## src/rtl/bcd2bin_pkg.sv

```systemverilog
// Shared state encodings, default sizing and the per-nibble adjust step for bcd2bin.
package bcd2bin_pkg;

    localparam int NDIG_DEF      = 4;
    localparam int BIN_W_DEF     = 14;
    localparam int DONE_HOLD_DEF = 31;

    localparam logic [2:0] START  = 3'b000;
    localparam logic [2:0] SHIFT  = 3'b001;
    localparam logic [2:0] ADJUST = 3'b010;
    localparam logic [2:0] END1   = 3'b011;

    // Reverse double-dabble correction: a shifted nibble >= 8 borrowed a 10 from above.
    function automatic logic [3:0] dabble_adj(input logic [3:0] nib);
        return (nib >= 4'd8) ? (nib - 4'd3) : nib;
    endfunction

endpackage

```

## src/rtl/ctrl_bcd2bin.sv

```systemverilog
// Sequencer for bcd2bin: START/SHIFT/ADJUST/END1 FSM with iteration and done-hold counters.
// Latency: 2*BIN_W edges from accept to done (accept straight to END1 on a bad digit); no backpressure, init ignored while busy.
module ctrl_bcd2bin
    import bcd2bin_pkg::*;
#(
    parameter int BIN_W     = BIN_W_DEF,
    parameter int DONE_HOLD = DONE_HOLD_DEF
) (
    input  logic clk,
    input  logic rst,
    input  logic init,
    input  logic bad_digit,
    output logic ld,
    output logic sh,
    output logic adj,
    output logic done,
    output logic busy
);

    localparam int CW = $clog2(BIN_W + 1);
    localparam int HW = $clog2(DONE_HOLD + 1);
    localparam logic [CW-1:0] LAST_CNT  = CW'(BIN_W);
    localparam logic [HW-1:0] HOLD_LAST = HW'(DONE_HOLD - 1);

    logic [2:0]    state;
    logic [2:0]    state_nxt;
    logic [CW-1:0] count;
    logic [HW-1:0] hold;
    logic          last;

    assign last = (count == LAST_CNT);

    always_comb begin
        state_nxt = START;
        case (state)
            START:   state_nxt = init ? (bad_digit ? END1 : SHIFT) : START;
            SHIFT:   state_nxt = ADJUST;
            ADJUST:  state_nxt = last ? END1 : SHIFT;
            END1:    state_nxt = (hold == HOLD_LAST) ? START : END1;
            default: state_nxt = START;
        endcase
    end

    always_ff @(posedge clk or posedge rst) begin
        if (rst) begin
            state <= START;
            count <= '0;
            hold  <= '0;
        end else begin
            state <= state_nxt;
            if (ld) begin
                count <= '0;
            end else if (sh) begin
                count <= count + CW'(1);
            end
            // Hold counter only runs in END1 so every done window is exactly DONE_HOLD long.
            if (state == END1) begin
                hold <= hold + HW'(1);
            end else begin
                hold <= '0;
            end
        end
    end

    assign ld   = (state == START) && init;
    assign sh   = (state == SHIFT);
    assign adj  = (state == ADJUST);
    assign done = (state == END1);
    assign busy = (state != START);

endmodule

```

## src/rtl/bcd2bin.sv

```systemverilog
// Sequential BCD-to-binary converter (reverse double-dabble); optional digit check under BCD2BIN_BCD_CHECK_EN.
// Latency: done rises 2*BIN_W edges after init is accepted and stays high DONE_HOLD cycles; no backpressure, init ignored while busy.
module bcd2bin
    import bcd2bin_pkg::*;
#(
    parameter int NDIG      = NDIG_DEF,
    parameter int BIN_W     = BIN_W_DEF,
    parameter int DONE_HOLD = DONE_HOLD_DEF
) (
    input  logic                clk,
    input  logic                rst,
    input  logic                init,
    input  logic [4*NDIG-1:0]   bcd_in,
    output logic [BIN_W-1:0]    bin_out,
    output logic                busy,
    output logic                done,
    output logic                err
);

    logic [4*NDIG-1:0] bcd_r;
    logic [4*NDIG-1:0] bcd_adj;
    logic              bad_digit;
    logic              ld;
    logic              sh;
    logic              adj;

    ctrl_bcd2bin #(
        .BIN_W     (BIN_W),
        .DONE_HOLD (DONE_HOLD)
    ) u_ctrl (
        .clk       (clk),
        .rst       (rst),
        .init      (init),
        .bad_digit (bad_digit),
        .ld        (ld),
        .sh        (sh),
        .adj       (adj),
        .done      (done),
        .busy      (busy)
    );

    always_comb begin
        bcd_adj = '0;
        for (int i = 0; i < NDIG; i++) begin
            bcd_adj[4*i +: 4] = dabble_adj(bcd_r[4*i +: 4]);
        end
    end

    // {bcd_r, bin_out} behaves as one right-shifting register.
    always_ff @(posedge clk or posedge rst) begin
        if (rst) begin
            bcd_r   <= '0;
            bin_out <= '0;
        end else if (ld) begin
            bcd_r   <= bcd_in;
            bin_out <= '0;
        end else if (sh) begin
            bcd_r   <= {1'b0, bcd_r[4*NDIG-1:1]};
            bin_out <= {bcd_r[0], bin_out[BIN_W-1:1]};
        end else if (adj) begin
            bcd_r   <= bcd_adj;
        end
    end

`ifdef BCD2BIN_BCD_CHECK_EN
    logic [NDIG-1:0] nib_bad;

    always_comb begin
        nib_bad = '0;
        for (int i = 0; i < NDIG; i++) begin
            nib_bad[i] = (bcd_in[4*i +: 4] > 4'd9);
        end
    end

    assign bad_digit = |nib_bad;

    always_ff @(posedge clk or posedge rst) begin
        if (rst) begin
            err <= 1'b0;
        end else if (ld) begin
            err <= bad_digit;
        end
    end
`else
    assign bad_digit = 1'b0;
    assign err       = 1'b0;
`endif

endmodule

```

## config.mk

```make
export PLATFORM = sky130hd
export DESIGN_NAME = bcd2bin
export DESIGN_NICKNAME = d
export VERILOG_FILES = /design/src/rtl/bcd2bin_pkg.sv /design/src/rtl/ctrl_bcd2bin.sv /design/src/rtl/bcd2bin.sv
export SDC_FILE = /design/constraint.sdc
export NUM_CORES = 1
export LEC_CHECK = 0
export CORE_AREA = 2 2 93 50
export DETAILED_ROUTE_END_ITERATION = 7
export DIE_AREA = 0 0 95 52
export PLACE_DENSITY = 0.83
export REMOVE_ABC_BUFFERS = 1
export SETUP_SLACK_MARGIN = 0.2
export SYNTH_ARGS = -nofsm -noshare
export SYNTH_HDL_FRONTEND = slang
export SYNTH_SLANG_ARGS = --single-unit
```

## constraint.sdc

```tcl
create_clock -name clk -period 3.6 [get_ports clk]
set_input_delay 0.72 -clock clk [delete_from_list [all_inputs] [get_ports clk]]
set_output_delay 0.72 -clock clk [all_outputs]
set_load 0.005 [all_outputs]
```

=== Word-level counts from Yosys, hierarchy flattened ===
Index checks and enable logic that the tools add are counted.

* Multiplexer cells: 16
* Order comparisons: 4
* Add/sub/neg operators: 6
* Equality and inequality tests: 5
* Reductions and logical operators: 13

{| class="wikitable"
|+ Operators by type and width
! kind !! count
|-
| 16-bit 2-to-1 mux || 3
|-
| 14-bit 2-to-1 mux || 2
|-
| 4-bit 2-to-1 mux || 6
|-
| 3-bit nonzero test || 6
|-
| 4-bit >= comparator (second input constant) || 4
|-
| 4-bit by 2-bit subtractor with 4-bit output (second input constant) || 4
|-
| 3-bit case mux with 4 select lines || 1
|-
| 2-bit AND reduction || 4
|-
| 3-bit by 2-bit equality test with 1-bit output (second input constant) || 2
|-
| 5-bit by 1-bit adder with 5-bit output (second input constant) || 1
|-
| 5-bit equality test (second input constant) || 1
|-
| 5-bit 2-to-1 mux || 1
|-
| 4-bit by 1-bit adder with 4-bit output (second input constant) || 1
|-
| 4-bit equality test (second input constant) || 1
|-
| 2-bit 2-to-1 mux || 2
|-
| 3-bit by 1-bit equality test with 1-bit output (second input constant) || 1
|-
| 3-bit logical NOT || 1
|-
| 2-bit nonzero test || 1
|-
| 1-bit logical AND || 1
|-
| 1-bit 2-to-1 mux || 1
|}

* Register bits: 42
* Word-level logic and storage cells: 52
* Output and inout port bits: 17

=== Logic depth before layout (Yosys ltp) ===
Gate-level depths: netlist (run 1).

* Depth in word-level cells: 5
* Depth in mapped cells: 6
* Gate-level depth less buffers: 5

=== Modules after synthesis ===
A second synthesis (run 1) with hierarchy kept.

* Cell total of the unflattened synthesis: 220
* Area total of the unflattened synthesis: 2361.0 sq um

{| class="wikitable"
|+ Modules (own cells, without submodules)
! module !! instances !! seq. area each (sq um) !! cells an instance !! area each (sq um)
|-
| bcd2bin || 1 || 750.7 || 163 || 1785.5
|-
| ctrl_bcd2bin || 1 || 275.3 || 57 || 575.6
|}

=== Worst setup path before layout (run 1) ===
No wires, ideal clock.

* Kind: in2reg
* From: in init
* To: reg bcd_r[6]
* Slack: 1.986 ns
* Required time: 3.472 ns
* Data arrival time: 1.487 ns
* Setup time: 0.128 ns
* Stages on the path: 4
* Path buffers: 1
* Cells stage by stage: buf_2 > or3b_2 > a21oi_1 > a211oi_1

* Cells in the longest elaborated chain, start to end: 3
* Elaborated cells between the ends (all ways): 5
* Those cells by class: mux: 1; reduce/logical: 4

{| class="wikitable"
|+ Ends and longest elaborated chain
! element !! RTL line !! source
|-
| start, declared || bcd2bin.sv:12 || <nowiki>input logic init,</nowiki>
|-
| 1-bit logical AND (*) || ctrl_bcd2bin.sv:65 || <nowiki>assign ld = (state == START) && init;</nowiki>
|-
| 3-bit nonzero test (no line) || -- ||
|-
| 2-bit AND reduction (no line) || -- ||
|-
| end signal, assigned || bcd2bin.sv:55 || <nowiki>bcd_r <= bcd_in;</nowiki>
|-
| end signal, assigned || bcd2bin.sv:58 || <nowiki>bcd_r <= {1'b0, bcd_r[4*NDIG-1:1]};</nowiki>
|-
| end signal, assigned || bcd2bin.sv:61 || <nowiki>bcd_r <= bcd_adj;</nowiki>
|-
| end, declared || bcd2bin.sv:20 || <nowiki>logic [4*NDIG-1:0] bcd_r;</nowiki>
|}

Mark *: on every way between the ends. The rest lies on a longest branch, timed or not.
A chain may end at the register's enable or synchronous reset.

=== Worst setup path after layout (run 1) ===
* From: reg u_ctrl.state[0]
* To: out busy

* Cells in the longest elaborated chain, start to end: 1

{| class="wikitable"
|+ Ends and longest elaborated chain
! element !! RTL line !! source
|-
| start, declared || ctrl_bcd2bin.sv:25 || <nowiki>logic [2:0] state;</nowiki>
|-
| start signal, assigned || ctrl_bcd2bin.sv:50 || <nowiki>state <= state_nxt;</nowiki>
|-
| 3-bit nonzero test || ctrl_bcd2bin.sv:69 || <nowiki>assign busy = (state != START);</nowiki>
|-
| end, declared || bcd2bin.sv:15 || <nowiki>output logic busy,</nowiki>
|}

Every way passes these cells.

==> flow_metrics.env, run 1 <==
export IMPL_track_usage=0.221
export IMPL_layoutNonFillerInstCount=315
export IMPL_combinationalPowerShare=0.468
export IMPL_sequential_to_total_area_share_from_yosys_stat=0.447
export IMPL_postSynth_topFlopCell="sky130_fd_sc_hd__dfrtp_1"
export IMPL_reg2reg_setup_slack_ps=1870
export IMPL_vias=1828
export IMPL_drc=0
export IMPL_grt_pass1_wl_mm=8.31
export IMPL_clk_pwr_share=0.173
export IMPL_rows=17
export IMPL_num_nets_final=288
export IMPL_gpl_final_weighted_congestion=0.805
export IMPL_cts_buffer_depth=2
export IMPL_drt_pass1_iter_count=4
export IMPL_cts_htree_levels=2
export IMPL_final_common_cell="sky130_fd_sc_hd__dfrtp_1"
export IMPL_worst_pin_slew_ps=818
export IMPL_power_internal_mw=1.36
export IMPL_criticalPathCategory="reg -> out"
export IMPL_num_antenna_cells=0
export IMPL_timing_hold_worst_endpoint="u_ctrl.hold[0]"
export IMPL_hold_wc_startpoint="u_ctrl.hold[0]"
export IMPL_timing_hold_violations_final=0
export IMPL_layout_setup_ws_ps=1130
export IMPL_number_of_nets_with_antenna_violations_after_detailed_routing=0
export IMPL_dp_cells=307
export IMPL_min_delay_path_class="reg -> reg"
export IMPL_postRouteWirelength_mm=4.97
export IMPL_postSynthAreaPerCell_um2=10.2
export IMPL_holdBufCountCts=0
export IMPL_critical_path_arrival_ps=1750
export IMPL_ys_ff_latch=41
export IMPL_fp_dieW_um=95
export IMPL_route_detailed_vias_per_inst=5.80
export IMPL_start_util=0.548
export IMPL_p_sw_uw=913
export IMPL_core_area_um2=4190
export IMPL_ctsRootBufferMaster="sky130_fd_sc_hd__clkbuf_8"
export IMPL_setup_total_negative_slack_ps=0
export IMPL_clk_pin_slew_ps=80
export IMPL_cts_tree="built"
export IMPL_regToRegStartpoint="u_ctrl.state[0]"
export IMPL_power_frac_seq=0.359
export IMPL_period_utilisation_layout=0.686
export IMPL_vias_in_the_first_global_route=1697
export IMPL_worst_clock_skew_ps=3.18
export IMPL_pin_count_of_the_biggest_net_entering_global_routing=41
export IMPL_detailed_place_hpwl_mm=3.46
export IMPL_dieArea_um2=4940
export IMPL_initial_detailed_routing_violation_count=112
export IMPL_layout_cells_most_common_list="41 x sky130_fd_sc_hd__dfrtp_1, 34 x sky130_fd_sc_hd__clkdlybuf4s50_1, 15 x sky130_fd_sc_hd__inv_1"
export IMPL_cp_required_ps=2880
export IMPL_crit_path_end_kind="output pin"
export IMPL_timing_final_crit_period_ps=2470
export IMPL_reg2reg_depth=5
export IMPL_cp_start_kind="flip-flop"
export IMPL_synth_enable_flop_cells=0
export IMPL_clock_sinks=41
export IMPL_maxCapViolations=0
export IMPL_vdd_ir_drop_worst_v=0.000299
export IMPL_final_max_slew_viol_count=0
export IMPL_timing_max_slew_rel_slack=0.453
export IMPL_multi_input_area_um2=1130
export IMPL_ff_latch_area_um2=1030
export IMPL_post_cts_resized_instances=0
export IMPL_setup_viol=0
export IMPL_detailedPlace_worstSlack_ps=968
export IMPL_clock_insertion_delay_worst_skew_ps=300
export IMPL_p_sw_frac=0.401
export IMPL_fmax_mhz=405
export IMPL_synth_warnings=0
export IMPL_fillers=342
export IMPL_outcome="finished clean"
export IMPL_grt_overflow_total=0
export IMPL_total_leakage_power_nw=1.27
export IMPL_postSynthCellCount=225
export IMPL_post_synth_instance_area_um2=2300
export IMPL_drive_gt1_frac=0.0891
export IMPL_synthDistinctLibCells=48
export IMPL_holdPathStages=1
export IMPL_pwr_density_cell_nw_per_um2=815
export IMPL_synthArstFlopShare=1.00
export IMPL_detail_route_wl_per_cell_um=15.8
export IMPL_r2r_end="bcd_r[10]"
export IMPL_io_buffer_count=34
export IMPL_grt_antenna_before_repair=0
export IMPL_critPathLaunch="u_ctrl.state[0]"
export IMPL_post_cts_buffers=0
export IMPL_die_ht_um=52
export IMPL_grt_setup_unrepaired="no"
export IMPL_area_delta_synth_final_pct=21.5
export IMPL_io_pin_count=36
export IMPL_cts_buf_count=5
export IMPL_crit_path_max_fanout=7
==> Yosys cell counts, drive strengths merged, types with 5 or more instances <==
cell type | count | area [um^2]
a21o | 5 | 37.5
a21oi | 10 | 50.1
a22o | 14 | 123
a31oi | 7 | 43.8
buf | 14 | 78.8
dfrtp | 41 | 1030
ha | 12 | 150
inv | 15 | 56.3
nand2 | 9 | 33.8
nand2b | 7 | 43.8
nand3 | 10 | 50.1
nand3b | 6 | 45.0
nor2 | 8 | 30.0
o21ai | 5 | 25.0
or3b | 6 | 52.6
xnor2 | 5 | 43.8
==> critical path: stages (launching register included) <==
cell	delay, ps
sky130_fd_sc_hd__dfrtp_1	410
sky130_fd_sc_hd__nor2_1	480
sky130_fd_sc_hd__inv_1	90
sky130_fd_sc_hd__clkdlybuf4s50_1	460
==> per-layer routing <==
metal | vias to the layer above | part of all wire | global-route usage
li1 | 879 | - | -
met1 | 887 | 0.52 | 0.332
met2 | 57 | 0.42 | 0.318
met3 | 5 | 0.053 | 0.0449
met4 | 0 | 0.0085 | 0.0725
met5 | - | 0 | 0
==> kinds of logic after synthesis <==
kind of cell / share of synthesized area
xor+xnor: 0.0267
other cells: 0.00163
mux: 0.0185
compound gates: 0.212
simple gates: 0.168
fa+ha+maj: 0.0654
buf+inv: 0.0605
flops: 0.447
==> sequential cells by signal, summed over array words and instances, names as in the netlist <==
name,flops
u_ctrl.hold,5
bin_out,14
u_ctrl.count,4
bcd_r,16
u_ctrl.state,2
==> layout make-up <==
| cell class | count | share of cell area |
|---|---|---|
| Sequential cell | 41 | 0.368 |
| Inverter | 15 | 0.0202 |
| Clock inverter | 2 | 0.0134 |
| Timing Repair Buffer | 40 | 0.138 |
| Multi-Input combinational cell | 154 | 0.406 |
| Tap cell | 57 | 0.0255 |
| Clock buffer | 6 | 0.0296 |
==> through the flow <==
step | power, mW | utilization | hold WS (ps) | cell area [um^2]
6_report | 2.28 | 0.666 | 495 | 2790
3_5_place_dp | 1.87 | 0.638 | 488 | 2670
2_1_floorplan | 1.50 | - | 445 | 2210
5_1_grt | 2.45 | 0.666 | 519 | 2790
4_1_cts | 2.27 | 0.666 | 499 | 2790
3_3_place_gp | 1.84 | 0.638 | 464 | 2670
==> how the worst max path moves through the flow <==
stage / slack (ps) / cells after the start / end
floorplan: 1460 / 3 / bcd_r[10]
global placement: 1030 / 4 / bcd_r[2]
detailed placement: 970 / 4 / bcd_r[2]
CTS: 1130 / 3 / busy
global route: 1000 / 3 / busy
finish: 1130 / 3 / busy
==> power by group through the flow <==
stage,Clock [mW],Sequential [mW],Combinational [mW]
2_1_floorplan,0,0.841,0.659
3_3_place_gp,0,0.811,1.03
3_5_place_dp,0,0.818,1.06
4_1_cts,0.397,0.811,1.06
5_1_grt,0.415,0.844,1.19
6_report,0.394,0.817,1.06
No activity file was read; power rests on OpenSTA's default activity.
==> run 2, diff against run 1 <==
Settings changed: CORE_AREA 2 2 93 50 to 2 2 101 54, DIE_AREA 0 0 95 52 to 0 0 103 56, PLACE_DENSITY 0.83 to 0.75.
Clock period 3.6 ns to 2.05 ns, I/O delays scaled along.
==> run 2 against run 1 <==
Critical path depth is the same; via count rose by 1.1%; largest power group unchanged; cell count rose by 6.0%; highest routed layer unchanged.
==> flow_metrics.env, run 2 (same netlist as run 1, synthesis figures left out) <==
export IMPL_reg_largest_list="bcd_r (16), bin_out (14), u_ctrl.hold (5)"
export IMPL_start_util=0.477
export IMPL_layout_cells_most_common_list="39 x sky130_fd_sc_hd__dfrtp_1, 34 x sky130_fd_sc_hd__clkdlybuf4s50_1, 15 x sky130_fd_sc_hd__inv_1"
export IMPL_fp_dieW_um=103
export IMPL_total_leakage_power_nw=1.30
export IMPL_reg2reg_depth=5
export IMPL_grt_overflow_total=0
export IMPL_largest_register_ffs=16
export IMPL_combinationalPowerShare=0.495
export IMPL_grt_pass1_wl_mm=8.49
export IMPL_drc=0
export IMPL_crit_path_max_fanout=7
export IMPL_timing_max_slew_rel_slack=0.629
export IMPL_pin_count_of_the_biggest_net_entering_global_routing=42
export IMPL_timing_final_crit_period_ps=1800
export IMPL_grt_antenna_before_repair=0
export IMPL_cts_tree="built"
export IMPL_criticalPathCategory="reg -> out"
export IMPL_io_buffer_count=34
export IMPL_cts_buffer_depth=2
export IMPL_track_usage=0.186
export IMPL_detailedPlace_worstSlack_ps=143
export IMPL_fillers=426
export IMPL_vdd_ir_drop_worst_v=0.000583
export IMPL_power_total_mw=3.98
export IMPL_ctsRootBufferMaster="sky130_fd_sc_hd__clkbuf_8"
export IMPL_num_antenna_cells=0
export IMPL_io_pin_count=36
export IMPL_cts_htree_levels=2
export IMPL_power_frac_seq=0.364
export IMPL_multi_input_area_um2=1140
export IMPL_crit_path_end_kind="output pin"
export IMPL_dp_cells=325
export IMPL_drt_pass1_iter_count=4
export IMPL_final_common_cell="sky130_fd_sc_hd__dfrtp_1"
export IMPL_setup_viol=0
export IMPL_drive_gt1_frac=0.125
export IMPL_clk_pin_slew_ps=80
export IMPL_critical_path_arrival_ps=1390
export IMPL_power_internal_mw=2.36
export IMPL_core_area_um2=4820
export IMPL_fmax_mhz=555
export IMPL_number_of_nets_with_antenna_violations_after_detailed_routing=0
export IMPL_top_register="bcd_r"
export IMPL_vias=1849
export IMPL_final_max_slew_viol_count=0
export IMPL_p_sw_mw=1.61
export IMPL_initial_detailed_routing_violation_count=84
export IMPL_detailed_place_hpwl_mm=3.49
export IMPL_dieArea_um2=5770
export IMPL_worst_pin_slew_ps=552
export IMPL_holdBufCountCts=0
export IMPL_p_sw_frac=0.405
export IMPL_pwr_density_cell_nw_per_um2=1390
export IMPL_period_utilisation_layout=0.878
export IMPL_finish_utilization=0.592
export IMPL_holdPathStages=1
export IMPL_layout_setup_ws_ps=249
export IMPL_route_detailed_vias_per_inst=5.54
export IMPL_cts_buf_count=5
export IMPL_postRouteWirelength_mm=5.01
export IMPL_worst_clock_skew_ps=4.46
export IMPL_detail_route_wl_per_cell_um=15.0
export IMPL_grt_setup_unrepaired="yes"
export IMPL_outcome="finished clean"
export IMPL_area_delta_synth_final_pct=24.2
export IMPL_timing_hold_violations_final=0
export IMPL_maxCapViolations=0
export IMPL_gpl_final_weighted_congestion=0.817
export IMPL_ff_latch_area_um2=1030
export IMPL_cp_start_kind="flip-flop"
export IMPL_min_delay_path_class="reg -> reg"
export IMPL_clock_insertion_delay_worst_skew_ps=290
export IMPL_vias_in_the_first_global_route=1784
export IMPL_layoutNonFillerInstCount=334
export IMPL_clk_pwr_share=0.141
export IMPL_die_ht_um=56
export IMPL_num_nets_final=294
export IMPL_clock_sinks=41
export IMPL_rows=18
export IMPL_cp_required_ps=1640
export IMPL_setup_total_negative_slack_ps=0
-- run 2: path summary, 6_finish.rpt --
check / from / end / slack [ps]
max reg2reg: u_ctrl.state[0] / bcd_r[14] / 270
min: u_ctrl.count[3] / u_ctrl.count[3] / 490
max in group asynchronous: rst / u_ctrl.state[0] / 1120
min reg2reg: u_ctrl.count[3] / u_ctrl.count[3] / 490
max: u_ctrl.state[0] / done / 250
min in group asynchronous: rst / u_ctrl.hold[3] / 560
-- run 2: repair_timing --
action                     in CTS  in global routing
resized for setup               3                  2
cloned                          0                  0
hold endpoints to repair        0                  0
setup endpoints to repair       2                  2
pin swaps                       0                  0
buffers inserted                0                  1
-- run 2: worst max-delay path: stages, from the launching register on --
cell	delay (ps)
sky130_fd_sc_hd__dfrtp_2	430
sky130_fd_sc_hd__nand2_2	120
sky130_fd_sc_hd__inv_1	70
sky130_fd_sc_hd__clkdlybuf4s50_1	490
-- run 2: layout make-up --
| type | instances | share of cell area |
|---|---|---|
| Multi-Input combinational cell | 154 | 0.400 |
| Sequential cell | 41 | 0.360 |
| Timing Repair Buffer | 46 | 0.155 |
| Tap cell | 70 | 0.0307 |
| Clock buffer | 6 | 0.0289 |
| Inverter | 15 | 0.0197 |
| Clock inverter | 2 | 0.00482 |
-- run 2: power by group through the flow --
| stage | clock network [mW] | registers (mW) | logic (mW) |
|---|---|---|---|
| 6_report | 0.561 | 1.45 | 1.97 |
| 3_3_place_gp | 0 | 1.42 | 1.87 |
| 4_1_cts | 0.581 | 1.44 | 1.96 |
| 2_1_floorplan | 0 | 1.48 | 1.16 |
| 3_5_place_dp | 0 | 1.44 | 1.95 |
| 5_1_grt | 0.609 | 1.49 | 2.19 |
-- run 2: metrics by stage --
stage	area, um^2	hold slack, ps
6_report	2850	488
5_1_grt	2850	506
4_1_cts	2840	494
3_5_place_dp	2740	482
3_3_place_gp	2740	474
2_1_floorplan	2210	445
-- run 2: layer usage --
layer	track usage	up-vias	wire (um)
li1	-	893	-
met1	0.258	909	2340
met2	0.299	42	2440
met3	0.0352	5	192
met4	0.0451	0	42
met5	0	-	0
